### config.mk
export PLATFORM = sky130hd
export DESIGN_NAME = pmu_sync_evt_arb
export DESIGN_NICKNAME = d
export VERILOG_FILES = /design/src/rtl/pmu_sync_evt_arb.sv
export SDC_FILE = /design/constraint.sdc
export NUM_CORES = 1
export LEC_CHECK = 0
export CAP_MARGIN = 20
export CORE_MARGIN = 1.5
export CORE_UTILIZATION = 27
export CTS_BUF_LIST = sky130_fd_sc_hd__clkbuf_8
export DETAILED_ROUTE_END_ITERATION = 10
export HOLD_SLACK_MARGIN = 0.15
export PLACE_DENSITY = 0.51
export SYNTH_ARGS = -nofsm -noshare
export SYNTH_HDL_FRONTEND = slang
export SYNTH_SLANG_ARGS = --single-unit
### constraint.sdc
create_clock -name fast_clk -period 3.2 [get_ports fast_clk]
set_input_delay 0.32 -clock fast_clk [delete_from_list [all_inputs] [get_ports fast_clk]]
set_output_delay 0.32 -clock fast_clk [all_outputs]
set_load 0.01 [all_outputs]
### src/rtl/pmu_sync_evt_arb.sv
// Round-robin arbiter sharing one fast-to-slow pulse-capture sync channel among NREQ requesters.
// Optional sticky overflow flags are enabled by defining PMU_SYNC_EVT_ARB_OVF_EN.
module pmu_sync_evt_arb #(
  parameter int NREQ       = 4,
  parameter int IDW        = 2,
  parameter int HOLD_TICKS = 2
) (
  input  logic             fast_clk,
  input  logic             cpu_rst,
  input  logic [NREQ-1:0]  req,
  input  logic             slow_tick,
  output logic             sync_in,
  output logic [IDW-1:0]   sync_id,
  output logic [NREQ-1:0]  ack,
  output logic             busy,
  output logic             done
`ifdef PMU_SYNC_EVT_ARB_OVF_EN
  ,
  output logic [NREQ-1:0]  ovf
`endif
);

  localparam int unsigned NR   = NREQ;
  localparam logic [3:0]  LAST = 4'(HOLD_TICKS - 1);

  typedef enum logic {IDLE, HOLD} state_t;

  state_t          state, state_nx;
  logic [NREQ-1:0] pend, pend_nx, pend_clr;
  logic [IDW-1:0]  ptr, ptr_nx;
  logic [3:0]      cnt, cnt_nx;
  logic            sync_in_nx, busy_nx, done_nx;
  logic [NREQ-1:0] ack_nx;
  logic [IDW-1:0]  id_nx;

  logic            found;
  logic [IDW-1:0]  sel;
  logic [IDW:0]    cand;

  // Upward search from ptr; the extra bit on cand covers ptr+k before the wrap.
  always_comb begin
    found = 1'b0;
    sel   = '0;
    cand  = '0;
    for (int unsigned k = 0; k < NR; k++) begin
      cand = {1'b0, ptr} + (IDW+1)'(k);
      if (cand >= (IDW+1)'(NR))
        cand = cand - (IDW+1)'(NR);
      if (!found && pend[cand[IDW-1:0]]) begin
        found = 1'b1;
        sel   = cand[IDW-1:0];
      end
    end
  end

  always_comb begin
    state_nx   = state;
    sync_in_nx = 1'b0;
    ack_nx     = '0;
    id_nx      = sync_id;
    busy_nx    = 1'b0;
    done_nx    = 1'b0;
    cnt_nx     = cnt;
    ptr_nx     = ptr;
    pend_clr   = '0;
    case (state)
      IDLE: begin
        if (found) begin
          state_nx   = HOLD;
          sync_in_nx = 1'b1;
          ack_nx     = NREQ'(1) << sel;
          id_nx      = sel;
          busy_nx    = 1'b1;
          cnt_nx     = '0;
          pend_clr   = NREQ'(1) << sel;
        end
      end
      HOLD: begin
        busy_nx = 1'b1;
        if (slow_tick) begin
          if (cnt == LAST) begin
            state_nx = IDLE;
            busy_nx  = 1'b0;
            done_nx  = 1'b1;
            ptr_nx   = (sync_id == IDW'(NREQ - 1)) ? '0 : sync_id + 1'b1;
          end else begin
            cnt_nx = cnt + 1'b1;
          end
        end
      end
      default: state_nx = IDLE;
    endcase
    // A new request in the grant cycle re-sets the bit being cleared.
    pend_nx = (pend & ~pend_clr) | req;
  end

  always_ff @(posedge fast_clk) begin
    if (cpu_rst) begin
      state   <= IDLE;
      pend    <= '0;
      ptr     <= '0;
      cnt     <= '0;
      sync_in <= 1'b0;
      ack     <= '0;
      sync_id <= '0;
      busy    <= 1'b0;
      done    <= 1'b0;
    end else begin
      state   <= state_nx;
      pend    <= pend_nx;
      ptr     <= ptr_nx;
      cnt     <= cnt_nx;
      sync_in <= sync_in_nx;
      ack     <= ack_nx;
      sync_id <= id_nx;
      busy    <= busy_nx;
      done    <= done_nx;
    end
  end

`ifdef PMU_SYNC_EVT_ARB_OVF_EN
  always_ff @(posedge fast_clk) begin
    if (cpu_rst)
      ovf <= '0;
    else
      ovf <= ovf | (req & pend & ~pend_clr);
  end
`endif

endmodule

==> summary.txt <==
Vias per inst -> 4.617
Chip height -> 60.16 um
Clock skew -> 0.002862 ns
Critical path peak fanout -> 10
Initial antenna violation count -> 0
ANT cells -> 0
Mean Syn Cell Area -> 9.285 um2
F_max -> 593.9 MHz
Worst path cell trace -> clkdlybuf4s50_1
DP Worst Slack -> 1.564 ns
Power share of the clock group -> 30.8%
Status -> completed
Synth cell count leaders -> dfxtp_1, nor2_1, nor3_1
Largest cells by area after synthesis -> dfxtp_1, nor2_1, a311oi_2
Std-Cell Core Area -> 3078 um2
First-pass GRT wire length -> 3222 um
Tcrit/Tclk final -> 52.62%
Post-cts hold buffer count -> 0
Total clock sinks -> 19
Synth Register Bits -> 19
Final hold slack -> 0.5186 ns
Crit path to -> busy
Worst setup margin -> 1.516 ns
Initial DRC count -> 25
Row count -> 20
Top delay family on crit path -> buffers and inverters
DRC -> 0
WS Path Type -> flop to output pin
CTS tree -> yes
Skew-Pair Late Insertion Delay -> 0.25 ns
Largest net degree at the start of global routing -> 16
I/O Buffers -> 15
Seq pwr share -> 50.8%
Critical Path Start Type -> flop
Synthesized area -> 882.1 um2
Longest Clk Path Bufs -> 2
Ports -> 16
Gate Count Post-Synth -> 95
GRT Resource Usage Total -> 11.79%
Clock root buffer master -> clkbuf_8
Die area -> 3619 um2
Synth area leader -> dfxtp_1
Number of gates resized after cts -> 0
Max cap viols -> 0
Hold Path Class -> flop to flop
R2R setup slack -> 1.66 ns
Antenna-violating nets left -> 0
Synth unique cells -> 36
Arrival @ worst endpoint -> 1.36 ns
Synth warnings -> 0
Initial Utilization -> 28.66%
Detailed Route WL -> 1802 um
Top FF cell, synth -> dfxtp_1
Relative slew slack -> 57.03%
Static leakage -> 0.0004194 uW
Most frequent cell after synthesis -> dfxtp_1
DP Wirelength -> 1367 um
Post-synth EDFFs -> 0
Pin slew with the least headroom to its limit -> 0.6425 ns
FF-to-FF Start -> cnt[0]$_SDFFE_PP0P_
Post-CTS Setup Bufs -> 0
Peak supply drop -> 0.0002746 V
CTS clk-pin slew, worst paths -> 0.07 ns
Worst path depth -> 1
Post-synth ARST share -> 0%
Combinational Power Share -> 18.4%
Vias in the first global route -> 716
Switching Share -> 27.24%
Grt ovf -> 0
Critical-path top delay cell -> clkdlybuf4s50_1
Setup-failing EPs final -> 0
Total Neg Setup Slack -> 0 ns
RSZ-0062 raised after global routing -> no
Tmin final -> 1.684 ns
Share of layout cells above drive strength 1 -> 9.091%
Total CTS buffers -> 3
Synth top area share -> 43.12%
Crit. End Element -> output pin
Final GP Congestion -> 0.7072
H-tree depth -> 1
Worst Path Buf+Inv -> 1
Cell-internal power -> 383.6 uW
Layout net count -> 121
Slew Limit Fails -> 0
Die width -> 60.16 um
CP peak stage delay -> 0.60 ns
Data required, critical path -> 2.88 ns
NetSw -> 143.6 uW
Via count -> 711
Drt pass-1 iters -> 4
Worst R2R End -> ptr[0]$_SDFFE_PP0P_
WL per Instance -> 11.70 um
R2R depth -> 5
Register area share after synthesis -> 43.12%
Area Growth Syn to Fin -> 25.67%
Net count after synthesis -> 105
Final hold vios -> 0
Crit path from -> state$_SDFF_PP0_
Cell area power density -> 475.6 nW/um2
## power groups by stage
stage               Sequential (uW)  Combinational, uW  Clock, uW
floorplan                       271               64.0          0
global placement                273               97.1          0
detailed placement              274               98.0          0
CTS                             268               98.4        168
global route                    270                108        178
finish                          268               97.0        163
## cells by family (layout without fill, tap and decap cells)
group | after synthesis | in the layout | share of synthesized area (%)
compound gates | 16 | 16 | 15.04
xor+xnor | 2 | 2 | 1.986
fa+ha+maj | 3 | 3 | 4.256
buf+inv | 6 | 21 | 3.546
flops | 19 | 19 | 43.12
mux | 1 | 1 | 1.135
simple gates | 48 | 48 | 30.92
## worst min-delay path by stage
stage	from	end	slack, ns	cells after the start
6_report	ptr[0]$_SDFFE_PP0P_	ptr[0]$_SDFFE_PP0P_	0.52	2
5_1_grt	ptr[0]$_SDFFE_PP0P_	ptr[0]$_SDFFE_PP0P_	0.58	2
4_1_cts	ptr[0]$_SDFFE_PP0P_	ptr[0]$_SDFFE_PP0P_	0.52	2
3_5_place_dp	ptr[0]$_SDFFE_PP0P_	ptr[0]$_SDFFE_PP0P_	0.51	2
3_3_place_gp	ptr[0]$_SDFFE_PP0P_	ptr[0]$_SDFFE_PP0P_	0.50	2
2_1_floorplan	cpu_rst	pend[0]$_SDFF_PP0_	0.39	1
## worst register-to-register path, delay by kind of cell (launching register included)
family / cells / cell delay (ns)
and+or+nand+nor: 3 / 0.75
AOI/OAI and AO/OA: 1 / 0.13
adders and majority gates: 1 / 0.18
DFF: 1 / 0.41
## layout make-up
| type | count | area, um2 |
|---|---|---|
| fill | 343 | 1969 |
| multi-input combinational | 70 | 470.5 |
| sequential | 19 | 380.4 |
| timing repair buffer | 15 | 150.1 |
| tap | 44 | 55.05 |
| clock buffer | 3 | 41.29 |
| inverter | 2 | 7.507 |
| clock inverter | 1 | 3.754 |
## registers in the layout, summed over array words and instances, names as in the netlist
register / count
ptr: 2
done: 1
ack: 4
sync_in: 1
sync_id: 2
state: 1
pend: 4
cnt: 4
## stage by stage
step	power [uW]	instances	cell area (um2)	utilization (%)
5_1_grt	556.2	154	1109	36.02
3_3_place_gp	369.9	150	1064	34.55
2_1_floorplan	335.2	95	882.1	-
3_5_place_dp	371.8	150	1064	34.55
6_report	527.2	154	1109	36.02
4_1_cts	534.8	154	1109	36.02
## cells in the final DEF, fill, tap and decap left out, drive strengths merged
cell type	instances
dfxtp	19
nor2	17
clkdlybuf4s50	15
nor3	8
a311oi	5
nand2	4
a21oi	4
and3	4
inv	3
ha	3
clkbuf	3
or2	2
o21ai	2
nor3b	2
nand3	2
nor4	1
or3b	1
nand4	1
xor2	1
and2b	1
or2b	1
and2	1
o21ba	1
mux2i	1
nand2b	1
nor2b	1
xnor2	1
a31oi	1
o221ai	1
o21a	1
or3	1
a21o	1
## metal layers
metal	part of all wire, %	track usage [%]	up-vias
li1	-	-	366
met1	48	13.61	330
met2	47	21.27	15
met3	5.2	3.896	0
met4	0	1.905	0
met5	0	0	-
Power figures use the tool's default switching activity.
